File: src/rtl/digit_scroll_reader.sv
// digit_scroll_reader: reads digits back from the 16x4 digit store over a
// request/valid port and scrolls them right-to-left across HEX5..HEX0, one
// step per TICK period, with a blank slot after each full pass.
module digit_scroll_reader #(
   parameter int unsigned TICK = 5_000_000,
   parameter int unsigned AW   = 4
) (
   input  logic          CLOCK_50,
   input  logic          reset,
   input  logic [1:0]    KEY,
   input  logic [AW-1:0] last_addr,
   output logic          rd_en,
   output logic [AW-1:0] rd_addr,
   input  logic [3:0]    rd_data,
   input  logic          rd_valid,
   output logic          busy,
   output logic [6:0]    HEX5,
   output logic [6:0]    HEX4,
   output logic [6:0]    HEX3,
   output logic [6:0]    HEX2,
   output logic [6:0]    HEX1,
   output logic [6:0]    HEX0
);

   localparam int unsigned   CW       = (TICK > 1) ? $clog2(TICK) : 1;
   localparam logic [CW-1:0] CNT_LAST = CW'(TICK - 1);

   typedef enum logic [2:0] {
      ST_IDLE,
      ST_FETCH,
      ST_SHIFT,
      ST_WAIT,
      ST_GAP
   } state_t;

   state_t          state;
   logic [1:0]      key_s0, key_s1, key_d;
   logic            start_ev, rew_ev;
   logic [CW-1:0]   cnt;
   logic            gap, stop;
   logic [3:0]      data_q;
   logic [5:0][4:0] slots;      // {valid, digit}; slots[0] is the newest (HEX0)
   logic [AW-1:0]   last_m1;
   logic            wrap;

   // segment pattern for one slot; blank when the slot holds no digit
   function automatic logic [6:0] seg7(input logic [4:0] slot);
      logic [6:0] s;
      s = 7'b1111111;
      if (slot[4]) begin
         case (slot[3:0])
            4'd0:    s = 7'b1000000;
            4'd1:    s = 7'b1111001;
            4'd2:    s = 7'b0100100;
            4'd3:    s = 7'b0110000;
            4'd4:    s = 7'b0011001;
            4'd5:    s = 7'b0010010;
            4'd6:    s = 7'b0000010;
            4'd7:    s = 7'b1111000;
            4'd8:    s = 7'b0000000;
            4'd9:    s = 7'b0010000;
            default: s = 7'b0111111;
         endcase
      end
      return s;
   endfunction

   // wrap uses >= so a store that shrank below rd_addr mid-pass still wraps;
   // an empty store wraps immediately so the following GAP can drop to IDLE
   always_comb begin
      last_m1 = last_addr - AW'(1);
      wrap    = (last_addr == '0) || (rd_addr >= last_m1);
   end

   // two-flop synchroniser per key, then a registered one-cycle rising-edge event
   always_ff @(posedge CLOCK_50 or posedge reset) begin
      if (reset) begin
         key_s0   <= '0;
         key_s1   <= '0;
         key_d    <= '0;
         start_ev <= 1'b0;
         rew_ev   <= 1'b0;
      end else begin
         key_s0   <= KEY;
         key_s1   <= key_s0;
         key_d    <= key_s1;
         start_ev <= key_s1[0] & ~key_d[0];
         rew_ev   <= key_s1[1] & ~key_d[1];
      end
   end

   // playback sequencer: fetch, shift into the window, wait one step, blank at wrap
   always_ff @(posedge CLOCK_50 or posedge reset) begin
      if (reset) begin
         state   <= ST_IDLE;
         rd_en   <= 1'b0;
         rd_addr <= '0;
         busy    <= 1'b0;
         cnt     <= '0;
         gap     <= 1'b0;
         stop    <= 1'b0;
         data_q  <= '0;
         slots   <= '0;
      end else if (rew_ev) begin
         // rewind beats everything, including a start event on the same cycle
         state   <= ST_IDLE;
         rd_en   <= 1'b0;
         rd_addr <= '0;
         busy    <= 1'b0;
         cnt     <= '0;
         gap     <= 1'b0;
         stop    <= 1'b0;
         slots   <= '0;
      end else begin
         case (state)
            ST_IDLE: begin
               if (start_ev && (last_addr != '0)) begin
                  state <= ST_FETCH;
                  rd_en <= 1'b1;
                  busy  <= 1'b1;
               end
            end
            ST_FETCH: begin
               // a stop here is deferred until the read has been shifted in
               if (start_ev) stop <= 1'b1;
               if (rd_valid) begin
                  rd_en  <= 1'b0;
                  data_q <= rd_data;
                  state  <= ST_SHIFT;
               end
            end
            ST_SHIFT: begin
               slots <= {slots[4:0], {1'b1, data_q}};
               cnt   <= '0;
               if (wrap) begin
                  rd_addr <= '0;
                  gap     <= 1'b1;
               end else begin
                  rd_addr <= rd_addr + AW'(1);
               end
               if (stop || start_ev) begin
                  state <= ST_IDLE;
                  busy  <= 1'b0;
                  stop  <= 1'b0;
               end else begin
                  state <= ST_WAIT;
               end
            end
            ST_WAIT: begin
               if (start_ev) begin
                  // pending gap is dropped so a resume restarts cleanly at rd_addr
                  state <= ST_IDLE;
                  busy  <= 1'b0;
                  gap   <= 1'b0;
                  cnt   <= '0;
               end else if (cnt == CNT_LAST) begin
                  cnt <= '0;
                  if (gap) begin
                     state <= ST_GAP;
                  end else begin
                     state <= ST_FETCH;
                     rd_en <= 1'b1;
                  end
               end else begin
                  cnt <= cnt + CW'(1);
               end
            end
            ST_GAP: begin
               gap <= 1'b0;
               cnt <= '0;
               if (start_ev) begin
                  state <= ST_IDLE;
                  busy  <= 1'b0;
               end else begin
                  slots <= {slots[4:0], 5'b0_0000};
                  if (last_addr == '0) begin
                     state <= ST_IDLE;
                     busy  <= 1'b0;
                  end else begin
                     state <= ST_WAIT;
                  end
               end
            end
            default: begin
               state <= ST_IDLE;
               rd_en <= 1'b0;
               busy  <= 1'b0;
            end
         endcase
      end
   end

   // registered segment decode of the window; rewind blanks the displays at once
   always_ff @(posedge CLOCK_50 or posedge reset) begin
      if (reset) begin
         HEX5 <= '1;
         HEX4 <= '1;
         HEX3 <= '1;
         HEX2 <= '1;
         HEX1 <= '1;
         HEX0 <= '1;
      end else if (rew_ev) begin
         HEX5 <= '1;
         HEX4 <= '1;
         HEX3 <= '1;
         HEX2 <= '1;
         HEX1 <= '1;
         HEX0 <= '1;
      end else begin
         HEX5 <= seg7(slots[5]);
         HEX4 <= seg7(slots[4]);
         HEX3 <= seg7(slots[3]);
         HEX2 <= seg7(slots[2]);
         HEX1 <= seg7(slots[1]);
         HEX0 <= seg7(slots[0]);
      end
   end

endmodule

File: config.mk
export PLATFORM = sky130hd
export DESIGN_NAME = digit_scroll_reader
export DESIGN_NICKNAME = d
export VERILOG_FILES = /design/src/rtl/digit_scroll_reader.sv
export SDC_FILE = /design/constraint.sdc
export NUM_CORES = 1
export LEC_CHECK = 0
export CORE_MARGIN = 3
export CORE_UTILIZATION = 62
export DETAILED_ROUTE_END_ITERATION = 10
export PLACE_DENSITY = 0.95
export SYNTH_ARGS = -nofsm -noshare
export SYNTH_HDL_FRONTEND = slang
export SYNTH_SLANG_ARGS = --single-unit
File: constraint.sdc
create_clock -name CLOCK_50 -period 11.5 [get_ports CLOCK_50]
set_input_delay 1.725 -clock CLOCK_50 [delete_from_list [all_inputs] [get_ports CLOCK_50]]
set_output_delay 1.725 -clock CLOCK_50 [all_outputs]
set_load 0.01 [all_outputs]
======== Word level (Yosys, flattened, before mapping) ========
Memories as Yosys holds them, arrays and structs flattened.
Cells that the tools add are included.
storage, ports and cells
  register bits after elaboration ......... 118
  memory bits (read-only) ................. 672
  input port bits ......................... 13
  output and inout port bits .............. 48
  word-level logic and storage cells ...... 129
  memories kept ........................... 6
memory list
  memory            depth  width  rd ports  clocked after Yosys merged registers in  write ports  RTL line  source
  (name not given)  16     7      1         0                                        0            51        case (slot[3:0])
  (name not given)  16     7      1         0                                        0            51
  (name not given)  16     7      1         0                                        0            51
  (name not given)  16     7      1         0                                        0            51
  (name not given)  16     7      1         0                                        0            51
  (name not given)  16     7      1         0                                        0            51
operators by class
  $add $sub $neg .......................... 3
  magnitude comparators ................... 1
  equal/unequal tests ..................... 19
  muxes and demuxes ....................... 51
  bitwise operators ....................... 5
  reduce and logical (&&, ||, !) cells .... 19
operators by type and width
  operator                 count
  $mux W7                  12
  $mux W23                 3
  $mux W30                 2
  $pmux W30 S2             1
  $pmux W23 S2             1
  $ne A3 B3 Y1 const B     10
  $add A23 B1 Y23 const B  1
  $eq A23 B23 Y1 const B   1
  $mux W3                  6
  $mux W1                  15
  $pmux W3 S5              1
  $mux W4                  3
  $reduce_and A3 Y1        4
  $reduce_bool A3 Y1       3
  $ne A4 B4 Y1 const B     2
  $reduce_bool A4 Y1       2
  $eq A3 B2 Y1 const B     2
  $mux W2                  3
  $reduce_and A6 Y1        1
  $pmux W1 S5              1
  $reduce_and A5 Y1        1
  $add A4 B1 Y4 const B    1
  $ge A4 B4 Y1             1
  $logic_not A4 Y1         1
  16 further kinds         20

======== Longest topological paths before layout ========
  depth after elaboration ................. 6
  gate-level depth with buffers ........... 8
  gate-level depth less buffers ........... 8

======== Worst setup path before layout ========
No wires, ideal clock.
  path type ............................... input to register
  start ................................... input port last_addr[0]
  end ..................................... register gap
  arrival time ............................ 3.080 ns
  required time ........................... 11.375 ns
  path slack .............................. 8.296 ns
  stages on the path ...................... 8
  buffers on the path ..................... 0
  path through ............................ inv_1 ha_1 xnor2_1 ha_1 o21ai_0 o21ai_1 nand3_1 mux2_2
on the way
  cells in the longest elaborated chain, start to end .. 5
  elaborated cells between the ends (all ways) .. 6
ends and longest elaborated chain
  element                          RTL line  source
  start, declared                  11        input logic [AW-1:0] last_addr,
  $sub A4 B1 Y4                    71        last_m1 = last_addr - AW'(1);
  $ge A4 B4 Y1                     72        wrap = (last_addr == '0) || (rd_addr >= last_m1);
  $logic_or A1 B1 Y1 (*)           72
  $ne A3 B3 Y1 (no line) (*)       --
  $reduce_and A3 Y1 (no line) (*)  --
  end signal, assigned             100       gap <= 1'b0;
  end signal, assigned             111       gap <= 1'b0;
  end signal, assigned             137       gap <= 1'b1;
  end, declared                    40        logic gap, stop;
Mark *: on every way between the ends. The rest lies on a longest branch, timed or not.
A chain may end at the register's enable or synchronous reset.

======== Worst setup path in the final report ========
Ends and elaborated chain as after synthesis.

==> out/metrics.cfg <==
[outcome]
outcome = complete, no violations

[timing]
layout_min_cycle_time_ns = 3.40
layout_worst_path_cycle_share_pct = 29.6
finalClockSkew_ns = 0.00682
max_freq_mhz = 294
slew_violations = 0
worst_pin_slew_ns = 1.09
setup_viol_count_final = 0
setup_tns_ns = 0
rsz0062_at_grt = no
timing.hold.ws_ns = 0.349
relSlewSlack_pct = 27.3
final_hold_viol_count = 0

[floorplan]
dieHeight_um = 104
dieArea_mm2 = 0.0109
initial_utilization_pct = 64.1
die_w_um = 104
io_pins = 61
core_area_mm2 = 0.00933
rows = 35

[clock_tree]
cts_max_level = 4
clkSinkCount = 118
insertion_delay_ns = 0.52
cts_hold_buffers = 0
cts_root_buffer = clkbuf_8
cts_setup_buffers = 0
ctsLongestPathBuffers = 2
cts_tree = done
ctsResizeCount = 0
clk_pin_slew_ns = 0.06
numCtsBuffers = 17

[finish]
fillers = 553
final_cell_mix = nand2_1 (100), dfrtp_1 (76), clkdlybuf4s50_1 (60)
area_growth_pct = 19.9
post-route-util_pct = 76.9
drive_gt1_share_pct = 13.4
final_common_cell = nand2_1
antenna_cells = 0
nets = 725

[worst_setup_path]
cpLargestDelayFamily = buffers and inverters
r2r_setup_slack_ns = 8.70
path_depth = 9
r2r_cells = 4
critical_path_class = in2reg
r2r_end = cnt[15]$_DFFE_PP0P_
critPathBufInv = 2
r2r_start = state[0]$_DFFE_PP0P_
endpoint_kind = flip-flop
critical_path.most_common_cell = ha_1
cp-start-kind = input port
critPathMaxStageDelay_ns = 0.48
critPathMaxFanout = 7
cp_slowest_cell = clkdlybuf4s50_1
cp.required_ns = 11.91
worstPathArrival_ns = 3.81
crit_chain = clkdlybuf4s50_1, inv_1, ha_1, xnor2_1, ha_1, o21ai_0, o21ai_1, nand3_1, mux2_2

[power]
irDropWorstVdd_mv = 0.140
p_per_area_mw_per_mm2 = 211
leakage_nw = 2.96
total_power_mw = 1.51

[placed_design]
gp_congestion = 0.867
io_buffers = 60
dp_hpwl_um = 8290

[synthesis]
synth_edf_count = 0
ys_seq_area_share_pct = 50.3
yosysTopAreaCell = dfrtp_1
synth_seq_cells = 118
ys_top_cells_by_area = dfrtp_1 (32%), dfstp_2 (18%), ha_1 (7.7%)
yosysTopAreaCellShare_pct = 31.8
synth_area_per_cell_um2 = 9.51
async_flop_share_pct = 100
yosys_most_used_dff = dfrtp_1
yosysUniqueCellTypes = 52
synth.yosys.warnings = 0
syn_nets = 679
synthesis.area_mm2 = 0.00598
synth_cells = 629

[routing]
wl_um = 13500
ant_nets = 0
drt_first_pass_iters = 8
num_vias = 5001
via_per_inst = 6.13
routedWlPerCell_um = 16.5
drt_iter0_drc = 483
post-route-drc-count = 0

[worst_hold_path]
min_to = key_s1[1]$_DFF_PP0_
hold_depth = 0
worstHoldStart = key_s0[1]$_DFF_PP0_
worst_hold_path_type = reg2reg

[global_routing]
grt_pass1_wl_um = 22900
antenna_found_initial = 0
grt_max_degree = 87
grt_use_total_pct = 25.9
grt_pass1_vias = 4865
grt.overflow.total = 0

[flow_run]
drv_cap = 0

-- report_power, final --
group / leakage [nW] / switching (mW) / total [mW] / internal (mW)
combinational: 1.21 / 0.237 / 0.423 / 0.186
clock: 0.285 / 0.188 / 0.489 / 0.300
sequential: 1.46 / 0.0910 / 0.602 / 0.511
total: 2.96 / 0.516 / 1.51 / 0.998
-- cell type report --
cell class                      count  area (um2)  share of cell area [%]
Sequential cell                   118        3010                    41.9
Multi-Input combinational cell    448        2720                    37.9
Timing Repair Buffer               64         631                    8.79
Clock buffer                       21         492                    6.86
Tap cell                          129         161                    2.25
Inverter                           26         100                    1.40
Clock inverter                     10        65.1                   0.907
-- layer usage --
layer  routed length [um]  vias up  global-route usage [%]  share of wire (%)
met5                    0        -                       0                  0
met4                  436        0                    11.5                3.2
met3                  806       56                    6.52                6.0
met2                 7060      260                    44.7                 52
met1                 5150     2409                    30.8                 38
li1                     -     2276                       -                  -
-- worst max path at each step --
stage	from	to	slack, ns
global route	last_addr[0]	state[0]$_DFFE_PP0P_	7.86
finish	last_addr[0]	gap$_DFFE_PP0P_	8.10
floorplan	reset	busy$_DFFE_PP0P_	6.72
global placement	last_addr[0]	gap$_DFFE_PP0P_	7.68
detailed placement	last_addr[0]	gap$_DFFE_PP0P_	7.58
CTS	last_addr[0]	gap$_DFFE_PP0P_	8.12
-- synthesized netlist by cell type (5+ instances only) --
library cell and count:
buf_2 5, nor3b_1 5, ha_1 37, inv_1 26, nand4_1 8, o22ai_1 5
dfrtp_1 76, nor2b_1 14, and2_1 7, a31oi_1 23, nand2b_1 12, nand3_1 16
dfstp_2 42, mux2_2 5, nor3_1 11, nand2_1 100, clkbuf_1 29, o21ai_0 59
or2b_1 5, o211ai_1 7, a21oi_1 53, nor2_1 29
-- stage by stage --
step,area (um2),instances,worst slack [ns]
after floorplan,5980,629,6.72
after global placement,6610,785,7.68
after detailed placement,6610,785,7.58
after CTS,7170,816,8.12
after global routing,7170,816,7.86
final,7170,816,8.10
-- state kept, by name (all words and copies together), names as in the netlist, 2 cells and up --
name,cells
HEX0,7
HEX1,7
HEX2,7
HEX3,7
HEX4,7
HEX5,7
cnt,23
data_q,4
key_d,2
key_s0,2
key_s1,2
rd_addr,4
slots,30
state,3
-- cells by family (layout without fill, tap and decap cells) --
logic type / count (synthesis) / in the layout / synth area share [%]
AND/OR/NAND/NOR: 230 / 230 / 19.4
adder cells (fa/ha/maj): 37 / 37 / 7.74
buffers and inverters: 63 / 121 / 4.37
multiplexers: 10 / 10 / 1.80
AO/OA/AOI/OAI: 165 / 165 / 15.6
flip-flops: 118 / 118 / 50.3
XOR/XNOR: 6 / 6 / 0.879
Note: power is estimated with default switching activity, not from simulation.
